[src/rtl/m_seq_pkg.sv]
// ============================================================================
// Module : m_seq_pkg
// Brief  : Shared constants and FSM state type for the DSSS chip encoder.
//          Optional feature macro: M_ENC_PREAMBLE_EN (adds PREAMBLE state).
// Rev    : 1.0  initial release
// ============================================================================
`default_nettype none

package m_seq_pkg;

  localparam int SYM_LEN = 31;
  localparam int IDX_W   = 5;

  localparam logic [SYM_LEN-1:0] C_DEFAULT_TEMPLATE = 31'b1010000110010011111011100010101;

  localparam logic [IDX_W-1:0] C_IDX_TOP = IDX_W'(SYM_LEN - 1);

  typedef enum logic [1:0] {
    ST_IDLE     = 2'd0,
`ifdef M_ENC_PREAMBLE_EN
    ST_PREAMBLE = 2'd1,
`endif
    ST_SEND     = 2'd2
  } state_t;

endpackage

`default_nettype wire

[src/rtl/m_seq_enc.sv]
// ============================================================================
// Module : m_seq_enc
// Brief  : Spreads each accepted data bit into a 31-chip sequence (TEMPLATE
//          or its complement), MSB first. Macro M_ENC_PREAMBLE_EN inserts a
//          TEMPLATE preamble ahead of a symbol that starts from idle.
// Rev    : 1.0  initial release
// ============================================================================
`default_nettype none

module m_seq_enc
  import m_seq_pkg::*;
#(
  parameter logic [SYM_LEN-1:0] TEMPLATE = C_DEFAULT_TEMPLATE
) (
  input  logic clk,
  input  logic rst_n,
  input  logic data_in,
  input  logic data_valid,
  output logic data_ready,
  output logic signal,
  output logic chip_valid,
  output logic symbol_start
);

  state_t           r_state;
  state_t           w_state_nxt;
  logic [IDX_W-1:0] r_idx;
  logic [IDX_W-1:0] w_idx_nxt;
  logic             r_d;
  logic             w_d_nxt;
  logic             w_accept;
  logic             w_sig_nxt;
  logic             w_valid_nxt;
  logic             w_start_nxt;

  // Gated by rst_n so the port reads 0 for the whole reset pulse.
  assign data_ready = rst_n & ((r_state == ST_IDLE) |
                               ((r_state == ST_SEND) & (r_idx == '0)));
  assign w_accept   = data_valid & data_ready;

  always_comb begin
    w_state_nxt = r_state;
    w_idx_nxt   = r_idx;
    w_d_nxt     = r_d;
    case (r_state)
      ST_IDLE: begin
        if (w_accept) begin
          w_d_nxt   = data_in;
          w_idx_nxt = C_IDX_TOP;
`ifdef M_ENC_PREAMBLE_EN
          w_state_nxt = ST_PREAMBLE;
`else
          w_state_nxt = ST_SEND;
`endif
        end
      end
`ifdef M_ENC_PREAMBLE_EN
      ST_PREAMBLE: begin
        if (r_idx != '0) begin
          w_idx_nxt = r_idx - IDX_W'(1);
        end else begin
          w_state_nxt = ST_SEND;
          w_idx_nxt   = C_IDX_TOP;
        end
      end
`endif
      ST_SEND: begin
        if (r_idx != '0) begin
          w_idx_nxt = r_idx - IDX_W'(1);
        end else if (w_accept) begin
          // Back-to-back symbol: reload without a gap chip.
          w_d_nxt   = data_in;
          w_idx_nxt = C_IDX_TOP;
        end else begin
          w_state_nxt = ST_IDLE;
          w_idx_nxt   = C_IDX_TOP;
        end
      end
      default: begin
        w_state_nxt = ST_IDLE;
        w_idx_nxt   = C_IDX_TOP;
      end
    endcase

    // Outputs are computed from the next state so they register in step with it.
    w_sig_nxt = 1'b0;
    case (w_state_nxt)
      ST_SEND:     w_sig_nxt = TEMPLATE[w_idx_nxt] ~^ w_d_nxt;
`ifdef M_ENC_PREAMBLE_EN
      ST_PREAMBLE: w_sig_nxt = TEMPLATE[w_idx_nxt];
`endif
      default:     w_sig_nxt = 1'b0;
    endcase
    w_valid_nxt = (w_state_nxt != ST_IDLE);
    w_start_nxt = w_valid_nxt & (w_idx_nxt == C_IDX_TOP);
  end

  always_ff @(posedge clk or negedge rst_n) begin
    if (!rst_n) begin
      r_state      <= ST_IDLE;
      r_idx        <= C_IDX_TOP;
      r_d          <= 1'b0;
      signal       <= 1'b0;
      chip_valid   <= 1'b0;
      symbol_start <= 1'b0;
    end else begin
      r_state      <= w_state_nxt;
      r_idx        <= w_idx_nxt;
      r_d          <= w_d_nxt;
      signal       <= w_sig_nxt;
      chip_valid   <= w_valid_nxt;
      symbol_start <= w_start_nxt;
    end
  end

endmodule

`default_nettype wire
[config.mk]
export PLATFORM = sky130hd
export DESIGN_NAME = m_seq_enc
export DESIGN_NICKNAME = d
export VERILOG_FILES = /design/src/rtl/m_seq_pkg.sv /design/src/rtl/m_seq_enc.sv
export SDC_FILE = /design/constraint.sdc
export NUM_CORES = 1
export LEC_CHECK = 0
export BUFFER_PORTS_ARGS = -buffer_cell sky130_fd_sc_hd__buf_2
export CORE_ASPECT_RATIO = 1.1
export CORE_MARGIN = 2
export CORE_UTILIZATION = 50
export CTS_CLUSTER_SIZE = 25
export DETAILED_ROUTE_END_ITERATION = 10
export PLACE_DENSITY = 0.72
export SLEW_MARGIN = 20
export SYNTH_ARGS = -nofsm -noshare
export SYNTH_HDL_FRONTEND = slang
export SYNTH_SLANG_ARGS = --single-unit
[constraint.sdc]
create_clock -name clk -period 2.9 [get_ports clk]
set_clock_uncertainty 0.05 [all_clocks]
set_input_delay 0 -clock clk [delete_from_list [all_inputs] [get_ports clk]]
set_output_delay 0 -clock clk [all_outputs]
set_load 0.02 [all_outputs]
* Word level (Yosys, flattened, before mapping)
Memory sizes are Yosys's and may differ from the RTL's. Cells that the tools add are included.
Operators by class: $add $sub $neg 1, bitwise logic cells 6, equality and inequality tests 3, div/mod/pow operators 0, order comparisons 1, multiply operators 0, reductions and logical operators 4, shifts and indexed selects 0, multiplexer cells 12
Operators by type and width (count):
- two-way mux 5 bit | 2
- one-hot mux 5 bit (2 select lines) | 1
- < comparator 5 x 6 -> 1 bit, second input constant | 1
- two-way mux 2 bit | 3
- == test 5 bit, second input constant | 1
- logical NOT 5 bit | 1
- nonzero test 5 bit | 1
- subtractor 5 x 1 -> 5 bit, second input constant | 1
- bitwise AND 1 bit | 4
- == test 2 bit, second input constant | 2
- two-way mux 1 bit | 4
- one-hot mux 2 bit (2 select lines) | 1
- logical NOT 2 bit | 1
- one-hot mux 1 bit (2 select lines) | 1
- nonzero test 2 bit | 1
- bitwise OR 1 bit | 1
- bitwise XNOR 1 bit | 1
Storage, ports and cells: output and inout port bits 4, register bits 11, memory bits (writable) 0, latch bits 0, word-level logic and storage cells 34, bits of input ports 4, memory bits (read-only) 32, memories 1
Memory list:
- (name not given) | depth 32, width 1, read ports 1, clocked after memory_dff 0, write ports 0, RTL line m_seq_enc.sv:88 | ST_SEND: w_sig_nxt = TEMPLATE[w_idx_nxt] ~^ w_d_nxt;

* Depth between registers and ports, before layout
Gate-level depths: netlist of run 1.
depth after elaboration 11, depth in mapped cells 10, gate-level depth less buffers 10

* Worst setup path after synthesis of run 1
No wires, ideal clock.
path kind register to register, start register r_idx[0], end register signal, required time 2711 ps, path slack 84 ps, clock period less this slack 2816 ps, library setup time 139 ps, stages on the path, launching flop included 11, path buffers 0, arrival time 2628 ps, cells stage by stage dfrtp_1 -> inv_1 -> ha_1 -> or4b_4 -> a22oi_2 -> inv_1 -> ha_1 -> nor3_1 -> mux2i_4 -> a22o_1 -> or4_1
Between the ends: word-level cells in the longest chain between the ends 11, elaborated cells on any way between the ends 22, classes of those cells 1 x add/sub; 1 x eq/ne; 12 x mux; 5 x bitwise; 2 x reduce/logical; 1 x memory
RTL lines:
- from (decl) | RTL line m_seq_enc.sv:27 | logic [IDX_W-1:0] r_idx;
- from (signal assigned) | RTL line m_seq_enc.sv:108 | r_idx <= w_idx_nxt;
- logical NOT 5 bit | RTL line m_seq_enc.sv:38 | ((r_state == ST_SEND) & (r_idx == '0)));
- bitwise AND 1 bit | RTL line m_seq_enc.sv:38
- bitwise OR 1 bit | RTL line m_seq_enc.sv:37 | assign data_ready = rst_n & ((r_state == ST_IDLE) |
- bitwise AND 1 bit | RTL line m_seq_enc.sv:37
- bitwise AND 1 bit | RTL line m_seq_enc.sv:39 | assign w_accept = data_valid & data_ready;
- two-way mux 5 bit | RTL line m_seq_enc.sv:47 | if (w_accept) begin
- one-hot mux 5 bit (2 select lines) (*) | RTL line m_seq_enc.sv:45 | case (r_state)
- net w_idx_nxt[0] | RTL line m_seq_enc.sv:28 | logic [IDX_W-1:0] w_idx_nxt;
- memory read (32 x 1 bit) (*)
- two-way mux 1 bit (implied by the code) (*) | RTL line m_seq_enc.sv:88
- bitwise XNOR 1 bit (*) | RTL line m_seq_enc.sv:88
- two-way mux 1 bit (*) | RTL line m_seq_enc.sv:87 | case (w_state_nxt)
- net w_sig_nxt | RTL line m_seq_enc.sv:32 | logic w_sig_nxt;
- to (signal assigned) | RTL line m_seq_enc.sv:110 | signal <= w_sig_nxt;
- to (decl) | RTL line m_seq_enc.sv:20 | output logic signal,
Mark *: on every way through the listed nets, which the timed path passes. The rest lies on a longest branch. The select of a mux whose other input is x is not followed.

* Final worst setup path of run 1
start register r_idx[1], end register signal
Between the ends: word-level cells in the longest chain between the ends 11, elaborated cells on any way between the ends 22, classes of those cells 1 x add/sub; 1 x eq/ne; 12 x mux; 5 x bitwise; 2 x reduce/logical; 1 x memory
RTL lines (RTL line):
- logical NOT 5 bit | m_seq_enc.sv:38
- bitwise AND 1 bit | m_seq_enc.sv:38
- bitwise OR 1 bit | m_seq_enc.sv:37
- bitwise AND 1 bit | m_seq_enc.sv:37
- bitwise AND 1 bit | m_seq_enc.sv:39
- two-way mux 5 bit | m_seq_enc.sv:47
- one-hot mux 5 bit (2 select lines) | m_seq_enc.sv:45
- memory read (32 x 1 bit)
- two-way mux 1 bit (implied by the code) | m_seq_enc.sv:88
- bitwise XNOR 1 bit | m_seq_enc.sv:88
- two-way mux 1 bit (*) | m_seq_enc.sv:87
- net w_sig_nxt | m_seq_enc.sv:32
Marked as above.

==> flow_summary.html, run 1 <==
<table>
<tr><th>Metric</th><th>Value</th></tr>
<tr><th colspan="2">Worst setup path</th></tr>
<tr><td>Crit path launch</td><td>r_idx[1]</td></tr>
<tr><td>Ordered cell list for the critical path</td><td>inv_1, ha_1, or4b_4, a22oi_2, buf_4, ha_1, o21bai_1, a21oi_2, nor4_1, or4_1</td></tr>
<tr><td>CP max stage cell</td><td>sky130_fd_sc_hd__or4_1</td></tr>
<tr><td>Crit path kind</td><td>reg2reg</td></tr>
<tr><td>CP Data Required Time</td><td>roughly 3000 ps</td></tr>
<tr><td>Critical path data arrival time</td><td>between 2000 and 3000 ps</td></tr>
<tr><td>Crit path depth</td><td>10</td></tr>
<tr><td>CP endpoint</td><td>signal</td></tr>
<tr><td>Cell family contributing the most delay on the critical path</td><td>simple AND/OR/NAND/NOR gates</td></tr>
<tr><td>Critical R2R Capture</td><td>signal</td></tr>
<tr><td>Peak per-stage delay on the critical path</td><td>a little under 500 ps</td></tr>
<tr><td>Origin of the critical flop-to-flop path</td><td>r_idx[1]</td></tr>
<tr><td>Largest fanout of any net on the critical path</td><td>3</td></tr>
<tr><td>Worst reg2reg path depth</td><td>10</td></tr>
<tr><td>Sum of buffers and inverters on the critical path</td><td>2</td></tr>
<tr><td>Flop2flop setup slack</td><td>110 ps</td></tr>
<tr><td>Most frequent CP cell</td><td>sky130_fd_sc_hd__ha_1</td></tr>
<tr><td>Worst Setup Start Kind</td><td>flop</td></tr>
<tr><td>Type of destination of the critical path</td><td>flop</td></tr>
<tr><th colspan="2">Power</th></tr>
<tr><td>Switching power</td><td>between 0.1 and 0.15 mW</td></tr>
<tr><td>Ratio of total power to cell area</td><td>around 380 mW/mm^2</td></tr>
<tr><td>Design internal power</td><td>about 0.25 mW</td></tr>
<tr><td>Fraction of power consumed by combinational cells</td><td>0.218</td></tr>
<tr><td>Switching part of the total</td><td>0.3029</td></tr>
<tr><td>Clock Power Share</td><td>0.300</td></tr>
<tr><td>Leakage power summed over all cells</td><td>0.4379 nW</td></tr>
<tr><td>Largest vdd supply drop</td><td>between 0.2 and 0.25 mV</td></tr>
<tr><td>Share of total power in sequential cells</td><td>0.482</td></tr>
<tr><th colspan="2">Cells and area</th></tr>
<tr><td>Total non-filler cell area in the finished layout</td><td>roughly 960 um^2</td></tr>
<tr><td>Layout cells sized above 1</td><td>0.3200</td></tr>
<tr><td>Number of inserted diodes</td><td>0</td></tr>
<tr><td>Area delta synth-&gt;final</td><td>19.66%</td></tr>
<tr><td>Number of nets in the layout</td><td>about 110</td></tr>
<tr><td>Filler cell count</td><td>around 140</td></tr>
<tr><td>Post-Route Utilization</td><td>0.6236</td></tr>
<tr><th colspan="2">Timing</th></tr>
<tr><td>Number of failing hold endpoints at the final stage</td><td>0</td></tr>
<tr><td>Final setup vio count</td><td>0</td></tr>
<tr><td>Post-route clock period utilization</td><td>0.9608</td></tr>
<tr><td>Count of final max-slew check failures</td><td>0</td></tr>
<tr><td>Hold slack final</td><td>approximately 96 ps</td></tr>
<tr><td>Worst path setup slack after routing</td><td>about 110 ps</td></tr>
<tr><td>Post-route setup TNS</td><td>0 ps</td></tr>
<tr><td>Post-layout minimum cycle time</td><td>between 2000 and 3000 ps</td></tr>
<tr><td>Fmax</td><td>358.9 MHz</td></tr>
<tr><th colspan="2">Synth</th></tr>
<tr><td>Synthesized instance count</td><td>slightly above 80</td></tr>
<tr><td>Most frequently used cell type in the post-synthesis netlist</td><td>sky130_fd_sc_hd__inv_1</td></tr>
<tr><td>Syn Std Cell Area</td><td>approximately 800 um^2</td></tr>
<tr><td>EDFF count, synth</td><td>0</td></tr>
<tr><td>Leading register cell type out of synthesis</td><td>sky130_fd_sc_hd__dfrtp_1</td></tr>
<tr><td>Mean area per synthesized cell</td><td>between 9 and 10 um^2</td></tr>
<tr><td>YS warnings</td><td>0</td></tr>
<tr><td>FFs w/ async S/R, synth</td><td>1.000</td></tr>
<tr><td>Cell accounting for the most synthesized area</td><td>sky130_fd_sc_hd__dfrtp_1</td></tr>
<tr><td>Synth top cells by count</td><td>sky130_fd_sc_hd__inv_1 (8), sky130_fd_sc_hd__dfrtp_1 (7), sky130_fd_sc_hd__nand2_1 (7), sky130_fd_sc_hd__ha_1 (6)</td></tr>
<tr><td>Unique masters post-synth</td><td>38</td></tr>
<tr><td>Seq/Total Area, Yosys</td><td>0.3495</td></tr>
<tr><td>Synthesized flop and latch total</td><td>11</td></tr>
<tr><td>Top area cells in the synthesized netlist</td><td>sky130_fd_sc_hd__dfrtp_1 (22%), sky130_fd_sc_hd__dfstp_2 (13%), sky130_fd_sc_hd__ha_1 (9.4%), sky130_fd_sc_hd__inv_1 (3.7%), sky130_fd_sc_hd__nor4b_2 (3.7%)</td></tr>
<tr><td>Area fraction of the dominant cell type after synthesis</td><td>0.2184</td></tr>
<tr><td>Post-synth net total</td><td>around 90</td></tr>
<tr><th colspan="2">Drt</th></tr>
<tr><td>Number of nets still failing antenna checks after routing</td><td>0</td></tr>
<tr><td>Drt wl/cell</td><td>roughly 15 um</td></tr>
<tr><td>Total wirelength of the detailed-routed design</td><td>about 1.8 mm</td></tr>
<tr><td>DRT iter0 DRCs</td><td>18</td></tr>
<tr><td>Total number of vias</td><td>705</td></tr>
<tr><td>First-pass DRT Iterations</td><td>4</td></tr>
<tr><td>Number of remaining DRC errors</td><td>0</td></tr>
<tr><td>Average via count per standard cell</td><td>approximately 6</td></tr>
<tr><th colspan="2">Floorplanning</th></tr>
<tr><td>Count of standard-cell rows</td><td>15</td></tr>
<tr><td>Initial core utilization</td><td>0.5211</td></tr>
<tr><td>Die Wd</td><td>about 42 um</td></tr>
<tr><td># IOs</td><td>8</td></tr>
<tr><td>Overall die height</td><td>approximately 46 um</td></tr>
<tr><td>Total die area</td><td>approximately 0.0019 mm^2</td></tr>
<tr><td>Placeable core area</td><td>0.001539 mm^2</td></tr>
<tr><th colspan="2">Min path</th></tr>
<tr><td>Worst hold path class</td><td>in2async</td></tr>
<tr><th colspan="2">CTS</th></tr>
<tr><td>Clock tree root driver cell</td><td>sky130_fd_sc_hd__clkbuf_4</td></tr>
<tr><td>CTS buffer count</td><td>3</td></tr>
<tr><td>Sink Count</td><td>11</td></tr>
<tr><td>Clock transition at the register clock pins on the worst setup and hold paths after CTS</td><td>80 ps</td></tr>
<tr><td>Clock tree from TritonCTS</td><td>yes</td></tr>
<tr><td>Skew-Pair Late Insertion Delay</td><td>~280 ps</td></tr>
<tr><td>Maximum root-to-sink buffer count</td><td>2</td></tr>
<tr><td>Level count of the clock H-tree</td><td>1</td></tr>
<tr><th colspan="2">Placed design</th></tr>
<tr><td>Placement-stage worst setup slack</td><td>around 22 ps</td></tr>
<tr><td>Placer Congestion</td><td>a little over 0.8</td></tr>
<tr><td>Total half-perimeter wirelength after legalization and detailed placement</td><td>between 1 and 1.5 mm</td></tr>
<tr><td>Area after detailed placement</td><td>a little under 900 um^2</td></tr>
<tr><td>Quantity of I/O buffers inserted on ports</td><td>7</td></tr>
<tr><th colspan="2">Global route</th></tr>
<tr><td>Global-route wire length before repair</td><td>between 2 and 3 mm</td></tr>
<tr><td>All-Layer GR Usage</td><td>0.1844</td></tr>
<tr><td>Vias in the first global route</td><td>637</td></tr>
<tr><td>Largest net degree at the start of global routing</td><td>17</td></tr>
<tr><td>Initial antenna violation count</td><td>0</td></tr>
<tr><td>Grt total ovfl</td><td>0</td></tr>
<tr><th colspan="2">Outcome</th></tr>
<tr><td>Run status</td><td>completed</td></tr>
<tr><th colspan="2">Job</th></tr>
<tr><td>Reported max-cap violation count</td><td>0</td></tr>
</table>
-- layer usage --
layer	part of all wire	track usage	vias to the layer above	wire, um
met2	0.50	0.3169	12	888
met5	0	0	-	0
met1	0.46	0.2341	346	813
met4	0.012	0.09375	0	22
met3	0.022	0.01587	3	39
li1	-	-	344	-
-- worst reg2reg max path: cells and delay by family (launching register included) --
family | cells | cell delay (ps)
AOI/OAI and AO/OA | 3 | 580
buffers and inverters | 2 | 250
adders and majority gates | 2 | 380
and+or+nand+nor | 3 | 1020
DFF | 1 | 370
-- worst min path at each step --
stage	from	to	slack (ps)	cells past startpoint
final	rst_n	r_state[0]	100	2
after global routing	rst_n	r_state[0]	110	2
after CTS	rst_n	r_state[0]	100	2
after detailed placement	rst_n	r_state[0]	-130	1
after global placement	rst_n	r_state[0]	-140	1
after floorplan	rst_n	chip_valid	-350	0
-- registers in the layout (all words and copies together) (netlist names) --
signal	count
r_state	2
signal	1
chip_valid	1
r_d	1
symbol_start	1
r_idx	5
-- through the flow --
stage / cells / power (mW)
finish: 117 / 0.3636
global route: 117 / 0.3831
CTS: 114 / 0.3559
detailed placement: 108 / 0.2479
global placement: 108 / 0.2452
floorplan: 82 / 0.2222
-- power groups by stage --
stage	combinational, mW	clock (mW)	sequential (mW)
floorplan	0.0430	0	0.179
global placement	0.0680	0	0.177
detailed placement	0.0703	0	0.178
CTS	0.0728	0.108	0.175
global route	0.0877	0.118	0.177
finish	0.0791	0.109	0.175
-- cells by family after synthesis --
group | after synthesis | share of synthesized area
and+or+nand+nor | 30 | 0.2434
AOI/OAI and AO/OA | 22 | 0.2168
DFF | 11 | 0.3495
buffers and inverters | 10 | 0.05148
adders and majority gates | 6 | 0.09360
muxes | 2 | 0.04056
other | 1 | 0.004676
-- layout by cell type (no fill, tap or decap), types with 3 or more instances in the layout --
master	n
sky130_fd_sc_hd__inv_1	8
sky130_fd_sc_hd__nand2_1	7
sky130_fd_sc_hd__dfrtp_1	7
sky130_fd_sc_hd__buf_2	7
sky130_fd_sc_hd__ha_1	6
sky130_fd_sc_hd__buf_4	6
sky130_fd_sc_hd__nor2_1	4
sky130_fd_sc_hd__dfstp_2	4
sky130_fd_sc_hd__nor3_1	3
sky130_fd_sc_hd__clkbuf_4	3
-- final cells by class --
cell class | count | area (um^2) | area share
flip-flops and latches | 11 | 280.3 | 0.2920
clock buffers | 4 | 26.28 | 0.02738
multi-input cells | 61 | 498.0 | 0.5189
inverters | 9 | 33.78 | 0.03520
repair buffers | 15 | 100.1 | 0.1043
well taps | 17 | 21.27 | 0.02216
-- timing repair --
| action | 4_1_cts | 5_1_grt |
|---|---|---|
| endpoints found under the hold margin | 12 | 0 |
| pin swaps | 0 | 3 |
| gates resized for setup | 1 | 2 |
| buffers inserted | 0 | 3 |
| endpoints found under the setup margin | 1 | 1 |
| hold buffers | 2 | 0 |
Note: power is estimated with default switching activity, not from simulation.
==> inputs of run 2 (changes only) <==
--- a/config.mk
+++ b/config.mk
@@ -8,10 +8,10 @@
 export BUFFER_PORTS_ARGS = -buffer_cell sky130_fd_sc_hd__buf_2
 export CORE_ASPECT_RATIO = 1.1
 export CORE_MARGIN = 2
-export CORE_UTILIZATION = 50
+export CORE_UTILIZATION = 56
 export CTS_CLUSTER_SIZE = 25
 export DETAILED_ROUTE_END_ITERATION = 10
-export PLACE_DENSITY = 0.72
+export PLACE_DENSITY = 0.78
 export SLEW_MARGIN = 20
 export SYNTH_ARGS = -nofsm -noshare
 export SYNTH_HDL_FRONTEND = slang
==> constraint.sdc (replaced) <==
create_clock -name clk -period 3.07 [get_ports clk]
set_clock_uncertainty 0.05 [all_clocks]
set_input_delay 0 -clock clk [delete_from_list [all_inputs] [get_ports clk]]
set_output_delay 0 -clock clk [all_outputs]
set_load 0.02 [all_outputs]
==> run 2 against run 1 <==
Critical endpoint unchanged. Clock-buffer cell count unchanged. Cell area decreased by 5.6%. Combinational power down 17%. Core utilization grew 4.8 points. Final cell count decreased by 5.1%. Register-to-register slack gained 70 ps. Sequential share of layout area is 1.7 points higher. Largest power group unchanged. Non-clock buffer count down 5. Clock power shrank 12%.
==> flow_summary.html, run 2 (same netlist as run 1, synthesis figures left out) <==
<table>
<tr><th>Metric</th><th>Value</th></tr>
<tr><th colspan="2">Outcome</th></tr>
<tr><td>Run status</td><td>completed</td></tr>
<tr><th colspan="2">Timing</th></tr>
<tr><td>Hold slack final</td><td>9.711 ps (-86.07 ps)</td></tr>
<tr><td>Final setup vio count</td><td>0 (unchanged)</td></tr>
<tr><td>Fmax</td><td>346.6 MHz (-3.4%)</td></tr>
<tr><td>Post-route clock period utilization</td><td>0.9397 (-0.02115)</td></tr>
<tr><td>Post-route setup TNS</td><td>0 ps (unchanged)</td></tr>
<tr><td>RSZ-0062 raised after global routing</td><td>no</td></tr>
<tr><td>Slew HR</td><td>0.5286</td></tr>
<tr><td>Number of failing hold endpoints at the final stage</td><td>0 (unchanged)</td></tr>
<tr><td>Count of final max-slew check failures</td><td>0 (unchanged)</td></tr>
<tr><td>Slew at the pin closest to its max-slew limit</td><td>~710 ps</td></tr>
<tr><td>Post-layout minimum cycle time</td><td>2885 ps (+98.40 ps)</td></tr>
<tr><th colspan="2">Placed design</th></tr>
<tr><td>Placer Congestion</td><td>0.7371 (-9.1%)</td></tr>
<tr><td>Total half-perimeter wirelength after legalization and detailed placement</td><td>1.322 mm (+5.5%)</td></tr>
<tr><td>Number of placed instances, taps included</td><td>106 (-1.9%)</td></tr>
<tr><td>Quantity of I/O buffers inserted on ports</td><td>7 (unchanged)</td></tr>
<tr><th colspan="2">Cells and area</th></tr>
<tr><td>Largest register by flop count</td><td>r_idx</td></tr>
<tr><td>Number of nets in the layout</td><td>106 (-4.5%)</td></tr>
<tr><td>Max reg flops</td><td>5 (unchanged)</td></tr>
<tr><td>Largest registers in the final layout</td><td>r_idx: 5 flops, r_state: 2 flops</td></tr>
<tr><td>Final standard cell count with taps included and fillers excluded</td><td>111 (-5.1%)</td></tr>
<tr><td>Filler cell count</td><td>115 (-18%)</td></tr>
<tr><td>Number of inserted diodes</td><td>0 (unchanged)</td></tr>
<tr><td>Leading cell types in the layout, fill and taps excluded</td><td>sky130_fd_sc_hd__inv_1 (8), sky130_fd_sc_hd__nand2_1 (7), sky130_fd_sc_hd__dfrtp_1 (7), sky130_fd_sc_hd__buf_2 (7), sky130_fd_sc_hd__ha_1 (6)</td></tr>
<tr><td>Layout cells sized above 1</td><td>0.2842 (-0.03579)</td></tr>
<tr><td>Area delta synth-&gt;final</td><td>12.95%</td></tr>
<tr><td>Leading cell type in the layout, fill and taps excluded</td><td>sky130_fd_sc_hd__inv_1</td></tr>
<tr><th colspan="2">Drt</th></tr>
<tr><td>Drt wl/cell</td><td>15.85 um (+5.2%)</td></tr>
<tr><td>First-pass DRT Iterations</td><td>4 (unchanged)</td></tr>
<tr><td>Number of remaining DRC errors</td><td>0 (unchanged)</td></tr>
<tr><td>Total number of vias</td><td>688 (-2.4%)</td></tr>
<tr><td>DRT iter0 DRCs</td><td>17 (-1)</td></tr>
<tr><td>Total wirelength of the detailed-routed design</td><td>1.759 mm (-0.23%)</td></tr>
<tr><td>Average via count per standard cell</td><td>6.198 (+2.9%)</td></tr>
<tr><td>Number of nets still failing antenna checks after routing</td><td>0 (unchanged)</td></tr>
<tr><th colspan="2">Floorplanning</th></tr>
<tr><td>Overall die height</td><td>43.69 um (-5.0%)</td></tr>
<tr><td>Placeable core area</td><td>0.001349 mm^2 (-12%)</td></tr>
<tr><td>Die Wd</td><td>40.08 um (-5.0%)</td></tr>
<tr><td># IOs</td><td>8 (unchanged)</td></tr>
<tr><td>Total die area</td><td>0.001751 mm^2 (-9.8%)</td></tr>
<tr><td>Initial core utilization</td><td>0.5946 (+0.07348)</td></tr>
<tr><td>Count of standard-cell rows</td><td>14 (-1)</td></tr>
<tr><th colspan="2">Worst setup path</th></tr>
<tr><td>Sum of buffers and inverters on the critical path</td><td>2 (unchanged)</td></tr>
<tr><td>Origin of the critical flop-to-flop path</td><td>r_idx[0]</td></tr>
<tr><td>Ordered cell list for the critical path</td><td>inv_1, ha_1, or4b_4, a22oi_2, buf_4, ha_1, o21bai_1, a21oi_1, nor4_1, or4_1</td></tr>
<tr><td>Critical R2R Capture</td><td>signal</td></tr>
<tr><td>Peak per-stage delay on the critical path</td><td>510 ps (+20 ps)</td></tr>
<tr><td>Worst reg2reg path depth</td><td>10 (unchanged)</td></tr>
<tr><td>Critical path data arrival time</td><td>2980 ps (+100 ps)</td></tr>
<tr><td>Worst Setup Start Kind</td><td>flop</td></tr>
<tr><td>Type of destination of the critical path</td><td>flop</td></tr>
<tr><td>CP max stage cell</td><td>sky130_fd_sc_hd__or4b_4</td></tr>
<tr><td>Largest fanout of any net on the critical path</td><td>5 (+2)</td></tr>
<tr><td>Flop2flop setup slack</td><td>190 ps (+70 ps)</td></tr>
<tr><td>Crit path kind</td><td>reg2reg</td></tr>
<tr><td>Cell family contributing the most delay on the critical path</td><td>simple AND/OR/NAND/NOR gates</td></tr>
<tr><td>CP Data Required Time</td><td>3170 ps (+170 ps)</td></tr>
<tr><td>Most frequent CP cell</td><td>sky130_fd_sc_hd__ha_1</td></tr>
<tr><th colspan="2">Global route</th></tr>
<tr><td>Grt total ovfl</td><td>0 (unchanged)</td></tr>
<tr><td>Vias in the first global route</td><td>657 (+3.1%)</td></tr>
<tr><td>All-Layer GR Usage</td><td>0.2541 (+0.06967)</td></tr>
<tr><td>Global-route wire length before repair</td><td>3.036 mm (+14%)</td></tr>
<tr><td>Initial antenna violation count</td><td>0 (unchanged)</td></tr>
<tr><td>Largest net degree at the start of global routing</td><td>17 (unchanged)</td></tr>
<tr><th colspan="2">Power</th></tr>
<tr><td>Clock Power Share</td><td>0.293 (-0.007)</td></tr>
<tr><td>Design Power</td><td>0.3288 mW (-9.6%)</td></tr>
<tr><td>Ratio of total power to cell area</td><td>362.9 mW/mm^2 (-4.2%)</td></tr>
<tr><td>Design internal power</td><td>0.2336 mW (-7.9%)</td></tr>
<tr><td>Share of total power in sequential cells</td><td>0.507 (+0.025)</td></tr>
<tr><td>Largest vdd supply drop</td><td>0.1929 mV (-17%)</td></tr>
<tr><td>Switching power</td><td>0.09519 mW (-14%)</td></tr>
<tr><td>Leakage power summed over all cells</td><td>0.4137 nW (-5.5%)</td></tr>
<tr><td>Switching part of the total</td><td>0.2895 (-0.01340)</td></tr>
<tr><td>Fraction of power consumed by combinational cells</td><td>0.200 (-0.018)</td></tr>
<tr><th colspan="2">CTS</th></tr>
<tr><td>Skew-Pair Late Insertion Delay</td><td>270 ps (about the same)</td></tr>
<tr><td>CTS buffer count</td><td>3 (unchanged)</td></tr>
<tr><td>Clock tree root driver cell</td><td>sky130_fd_sc_hd__clkbuf_4</td></tr>
<tr><td>Clock tree from TritonCTS</td><td>yes</td></tr>
<tr><td>Clock transition at the register clock pins on the worst setup and hold paths after CTS</td><td>70 ps (about the same)</td></tr>
<tr><td>Level count of the clock H-tree</td><td>1 (unchanged)</td></tr>
<tr><td>Sink Count</td><td>11 (unchanged)</td></tr>
<tr><td>Maximum root-to-sink buffer count</td><td>2 (unchanged)</td></tr>
<tr><th colspan="2">Min path</th></tr>
<tr><td>Worst hold path class</td><td>in2reg</td></tr>
<tr><td>Launch point of the worst hold path</td><td>data_in</td></tr>
<tr><td>Number of cells on the worst hold path</td><td>3</td></tr>
<tr><td>End of the worst hold path</td><td>r_d</td></tr>
<tr><th colspan="2">Job</th></tr>
<tr><td>Reported max-cap violation count</td><td>0 (unchanged)</td></tr>
</table>
## run 2: per-layer routing
layer  wire length, um  GRT usage
met4                41     0.1172
met2               846     0.3871
met1               829     0.3423
met5                 0          0
met3                41    0.04615
## run 2: how the worst max path moves through the flow
stage               cells past startpoint  slack (ps)  startpoint     end
finish                                 10         190    r_idx[0]  signal
CTS                                    10         110    r_idx[0]  signal
detailed placement                     10         120    r_idx[0]  signal
global placement                       10         200    r_idx[0]  signal
global route                           10         0.4    r_idx[0]  signal
floorplan                              10         250    r_idx[0]  signal
## run 2: power by group through the flow
stage,sequential [mW],combinational [mW],clock (mW)
global route,0.168,0.0739,0.106
CTS,0.167,0.0650,0.0987
global placement,0.168,0.0614,0
finish,0.167,0.0657,0.0963
detailed placement,0.169,0.0636,0
floorplan,0.169,0.0406,0
## run 2: cell type report
type / instances / area (um^2) / area share
Sequential cell: 11 / 280.3 / 0.3094
Timing Repair Buffer: 10 / 60.06 / 0.06630
Tap cell: 16 / 20.02 / 0.02210
Multi-Input combinational cell: 61 / 485.5 / 0.5359
Inverter: 9 / 33.78 / 0.03729
Clock buffer: 4 / 26.28 / 0.02901
## run 2: what timing repair did
action	CTS	global route
endpoints found under the hold margin	11	0
buffers inserted	0	0
endpoints found under the setup margin	0	1
gates resized for setup	0	1
hold buffers	1	0
## run 2: worst reg2reg max path, stage by stage, from the launching register on
cell and delay (ps):
sky130_fd_sc_hd__dfrtp_1 430, sky130_fd_sc_hd__inv_1 100, sky130_fd_sc_hd__ha_1 160, sky130_fd_sc_hd__or4b_4 510
sky130_fd_sc_hd__a22oi_2 160, sky130_fd_sc_hd__buf_4 150, sky130_fd_sc_hd__ha_1 220, sky130_fd_sc_hd__o21bai_1 180
sky130_fd_sc_hd__a21oi_1 220, sky130_fd_sc_hd__nor4_1 60, sky130_fd_sc_hd__or4_1 490
## run 2: stage by stage
step	utilization	setup slack (ps)	area (um^2)
floorplan	-	253.5	802.0
global placement	0.6410	196.8	864.6
detailed placement	0.6410	117.9	864.6
CTS	0.6679	109.2	900.9
global route	0.6716	0.3566	905.9
finish	0.6716	185.2	905.9
==> inputs of run 3 (changes only) <==
--- a/config.mk
+++ b/config.mk
@@ -11,6 +11,7 @@
 export CORE_UTILIZATION = 56
 export CTS_CLUSTER_SIZE = 25
 export DETAILED_ROUTE_END_ITERATION = 10
+export MAX_ROUTING_LAYER = met4
 export PLACE_DENSITY = 0.78
 export SLEW_MARGIN = 20
 export SYNTH_ARGS = -nofsm -noshare
==> run 3 against run 2 <==
The flow now finishes with violations (negative hold slack). Worst setup slack improved by 9.8 ps. Clock-buffer cell count stayed put. Critical path depth stayed put. Total power rose by 0.82%. Core utilization unchanged. Non-clock buffer count unchanged. Maximum frequency is 0.34% higher. Cell area is the same. Register-to-register slack barely moved. Sequential share of layout area unchanged. Global-route usage grew 0.75 points. Largest cell class unchanged. Highest routed layer unchanged.
==> flow_summary.html, run 3 (same netlist as run 1, synthesis figures left out) <==
<table>
<tr><th>Metric</th><th>Value</th></tr>
<tr><th colspan="2">Outcome</th></tr>
<tr><td>Run status</td><td>finished with violations</td></tr>
<tr><td>Violations in the final reports</td><td>negative hold slack</td></tr>
<tr><th colspan="2">Cells and area</th></tr>
<tr><td>Largest registers in the final layout</td><td>r_idx: 5 flops, r_state: 2 flops</td></tr>
<tr><td>Post-Route Utilization</td><td>0.6716 (unchanged)</td></tr>
<tr><td>Number of nets in the layout</td><td>106 (unchanged)</td></tr>
<tr><td>Number of inserted diodes</td><td>0 (unchanged)</td></tr>
<tr><td>Largest register by flop count</td><td>r_idx</td></tr>
<tr><td>Leading cell types in the layout, fill and taps excluded</td><td>sky130_fd_sc_hd__inv_1 (8), sky130_fd_sc_hd__nand2_1 (7), sky130_fd_sc_hd__dfrtp_1 (7), sky130_fd_sc_hd__buf_2 (7), sky130_fd_sc_hd__ha_1 (6)</td></tr>
<tr><td>Area delta synth-&gt;final</td><td>12.95% (unchanged)</td></tr>
<tr><td>Max reg flops</td><td>5 (unchanged)</td></tr>
<tr><td>Layout cells sized above 1</td><td>0.2842 (unchanged)</td></tr>
<tr><td>Final standard cell count with taps included and fillers excluded</td><td>111 (unchanged)</td></tr>
<tr><td>Leading cell type in the layout, fill and taps excluded</td><td>sky130_fd_sc_hd__inv_1</td></tr>
<tr><th colspan="2">Floorplanning</th></tr>
<tr><td># IOs</td><td>8 (unchanged)</td></tr>
<tr><td>Overall die height</td><td>43.69 um (unchanged)</td></tr>
<tr><td>Total die area</td><td>0.001751 mm^2 (unchanged)</td></tr>
<tr><td>Count of standard-cell rows</td><td>14 (unchanged)</td></tr>
<tr><td>Initial core utilization</td><td>0.5946 (unchanged)</td></tr>
<tr><td>Placeable core area</td><td>0.001349 mm^2 (unchanged)</td></tr>
<tr><td>Die Wd</td><td>40.08 um (unchanged)</td></tr>
<tr><th colspan="2">Worst setup path</th></tr>
<tr><td>Flop2flop setup slack</td><td>190 ps (about the same)</td></tr>
<tr><td>CP Data Required Time</td><td>3170 ps (about the same)</td></tr>
<tr><td>Worst reg2reg path depth</td><td>10 (unchanged)</td></tr>
<tr><td>Origin of the critical flop-to-flop path</td><td>r_idx[0]</td></tr>
<tr><td>CP max stage cell</td><td>sky130_fd_sc_hd__or4b_4</td></tr>
<tr><td>Crit path kind</td><td>reg2reg</td></tr>
<tr><td>Ordered cell list for the critical path</td><td>inv_1, ha_1, or4b_4, a22oi_2, inv_1, ha_1, nor3_2, mux2i_4, a22o_1, or4_1</td></tr>
<tr><td>Type of destination of the critical path</td><td>flop</td></tr>
<tr><td>Worst Setup Start Kind</td><td>flop</td></tr>
<tr><td>Cell family contributing the most delay on the critical path</td><td>simple AND/OR/NAND/NOR gates</td></tr>
<tr><td>Largest fanout of any net on the critical path</td><td>5 (unchanged)</td></tr>
<tr><td>Sum of buffers and inverters on the critical path</td><td>2 (unchanged)</td></tr>
<tr><td>Critical path data arrival time</td><td>2980 ps (about the same)</td></tr>
<tr><td>Peak per-stage delay on the critical path</td><td>510 ps (about the same)</td></tr>
<tr><td>Critical R2R Capture</td><td>signal</td></tr>
<tr><th colspan="2">Global route</th></tr>
<tr><td>Vias in the first global route</td><td>656 (-0.15%)</td></tr>
<tr><td>Initial antenna violation count</td><td>0 (unchanged)</td></tr>
<tr><td>All-Layer GR Usage</td><td>0.2616 (+0.007505)</td></tr>
<tr><td>Largest net degree at the start of global routing</td><td>17 (unchanged)</td></tr>
<tr><td>Global-route wire length before repair</td><td>3.022 mm (-0.46%)</td></tr>
<tr><td>Grt total ovfl</td><td>0 (unchanged)</td></tr>
<tr><th colspan="2">Drt</th></tr>
<tr><td>DRT iter0 DRCs</td><td>21 (+4)</td></tr>
<tr><td>Total wirelength of the detailed-routed design</td><td>1.767 mm (+0.45%)</td></tr>
<tr><td>Average via count per standard cell</td><td>6.153 (-0.73%)</td></tr>
<tr><td>Number of nets still failing antenna checks after routing</td><td>0 (unchanged)</td></tr>
<tr><td>Drt wl/cell</td><td>15.92 um (+0.45%)</td></tr>
<tr><td>Number of remaining DRC errors</td><td>0 (unchanged)</td></tr>
<tr><td>First-pass DRT Iterations</td><td>4 (unchanged)</td></tr>
<tr><td>Total number of vias</td><td>683 (-0.73%)</td></tr>
<tr><th colspan="2">CTS</th></tr>
<tr><td>Maximum root-to-sink buffer count</td><td>2 (unchanged)</td></tr>
<tr><td>Setup fix buffers added after clock tree synthesis</td><td>0 (unchanged)</td></tr>
<tr><td>Clock transition at the register clock pins on the worst setup and hold paths after CTS</td><td>70 ps (about the same)</td></tr>
<tr><td>Sink Count</td><td>11 (unchanged)</td></tr>
<tr><td>CTS buffer count</td><td>3 (unchanged)</td></tr>
<tr><td>Level count of the clock H-tree</td><td>1 (unchanged)</td></tr>
<tr><td>Clock tree root driver cell</td><td>sky130_fd_sc_hd__clkbuf_4</td></tr>
<tr><td>Skew-Pair Late Insertion Delay</td><td>280 ps (about the same)</td></tr>
<tr><td>Clock tree from TritonCTS</td><td>yes</td></tr>
<tr><th colspan="2">Min path</th></tr>
<tr><td>End of the worst hold path</td><td>r_d</td></tr>
<tr><td>Launch point of the worst hold path</td><td>data_in</td></tr>
<tr><td>Number of cells on the worst hold path</td><td>3 (unchanged)</td></tr>
<tr><td>Worst hold path class</td><td>in2reg</td></tr>
<tr><th colspan="2">Power</th></tr>
<tr><td>Ratio of total power to cell area</td><td>365.9 mW/mm^2 (+0.82%)</td></tr>
<tr><td>Switching power</td><td>0.09775 mW (+2.7%)</td></tr>
<tr><td>Switching part of the total</td><td>0.2949 (+0.005389)</td></tr>
<tr><td>Largest vdd supply drop</td><td>0.1922 mV (-0.37%)</td></tr>
<tr><td>Fraction of power consumed by combinational cells</td><td>0.198 (-0.002)</td></tr>
<tr><td>Leakage power summed over all cells</td><td>0.4137 nW (unchanged)</td></tr>
<tr><td>Design Power</td><td>0.3315 mW (+0.82%)</td></tr>
<tr><td>Design internal power</td><td>0.2337 mW (about the same)</td></tr>
<tr><td>Share of total power in sequential cells</td><td>0.503 (-0.004)</td></tr>
<tr><td>Clock Power Share</td><td>0.299 (+0.006)</td></tr>
<tr><th colspan="2">Placed design</th></tr>
<tr><td>Number of placed instances, taps included</td><td>106 (unchanged)</td></tr>
<tr><td>Quantity of I/O buffers inserted on ports</td><td>7 (unchanged)</td></tr>
<tr><td>Placer Congestion</td><td>0.7462 (+1.2%)</td></tr>
<tr><td>Total half-perimeter wirelength after legalization and detailed placement</td><td>1.322 mm (unchanged)</td></tr>
<tr><th colspan="2">Timing</th></tr>
<tr><td>Slew HR</td><td>0.5336 (+0.004930)</td></tr>
<tr><td>Count of final max-slew check failures</td><td>0 (unchanged)</td></tr>
<tr><td>Post-route setup TNS</td><td>0 ps (unchanged)</td></tr>
<tr><td>Hold slack final</td><td>-4.125 ps (-13.84 ps)</td></tr>
<tr><td>Final setup vio count</td><td>0 (unchanged)</td></tr>
<tr><td>Slew at the pin closest to its max-slew limit</td><td>697.8 ps (-7.376 ps)</td></tr>
<tr><td>RSZ-0062 raised after global routing</td><td>no</td></tr>
<tr><td>Post-route clock period utilization</td><td>0.9365 (-0.003182)</td></tr>
<tr><td>Number of failing hold endpoints at the final stage</td><td>1 (+1)</td></tr>
<tr><td>Post-layout minimum cycle time</td><td>2875 ps (-9.769 ps)</td></tr>
<tr><td>Fmax</td><td>347.8 MHz (+0.34%)</td></tr>
<tr><th colspan="2">Job</th></tr>
<tr><td>Reported max-cap violation count</td><td>0 (unchanged)</td></tr>
</table>
## run 3: cell counts in the layout (fill, tap and decap cells not counted)
Identical to the previous run, type by type.
## run 3: routing by layer
layer,global-route usage,routed length [um],part of all wire,vias to the layer above
met5,-,0,0,-
met4,0.1172,34,0.019,0
met3,0.04615,58,0.033,5
met2,0.3871,876,0.50,19
met1,0.3423,798,0.45,326
li1,-,-,-,333
## run 3: what timing repair did
action                                 in CTS  in global routing
hold buffers                                1                  0
endpoints found under the hold margin      11                  0
setup endpoints to repair                   0                  1
resized for setup                           0                  1
## run 3: worst max path at each step
stage / startpoint / to / cells after the start
CTS: r_idx[0] / signal / 10
floorplan: r_idx[0] / signal / 10
global route: r_idx[0] / signal / 10
finish: r_idx[0] / signal / 10
global placement: r_idx[0] / signal / 10
detailed placement: r_idx[0] / signal / 10
## run 3: per-stage QoR
stage,instance area (um^2),setup WS (ps)
floorplan,802.0,253.5
detailed placement,864.6,117.9
CTS,900.9,109.2
global placement,864.6,196.8
finish,905.9,195.0
global route,905.9,0.3566
## run 3: power by group through the flow
| stage | logic [mW] | registers (mW) | clock network, mW |
|---|---|---|---|
| after floorplan | 0.0406 | 0.169 | 0 |
| after global placement | 0.0614 | 0.168 | 0 |
| after detailed placement | 0.0636 | 0.169 | 0 |
| after CTS | 0.0650 | 0.167 | 0.0987 |
| after global routing | 0.0739 | 0.168 | 0.106 |
| final | 0.0655 | 0.167 | 0.0992 |
## run 3: tightest hold or removal path, cell delays in order
cell and delay, ps:
sky130_fd_sc_hd__buf_2 100, sky130_fd_sc_hd__inv_1 80, sky130_fd_sc_hd__o21ai_0 90
## run 3: final cells by class
| cell class | count | area [um^2] |
|---|---|---|
| clock buffers | 4 | 26.28 |
| fillers | 115 | 442.9 |
| inverters | 9 | 33.78 |
| multi-input cells | 61 | 485.5 |
| flip-flops and latches | 11 | 280.3 |
| well taps | 16 | 20.02 |
| repair buffers | 10 | 60.06 |
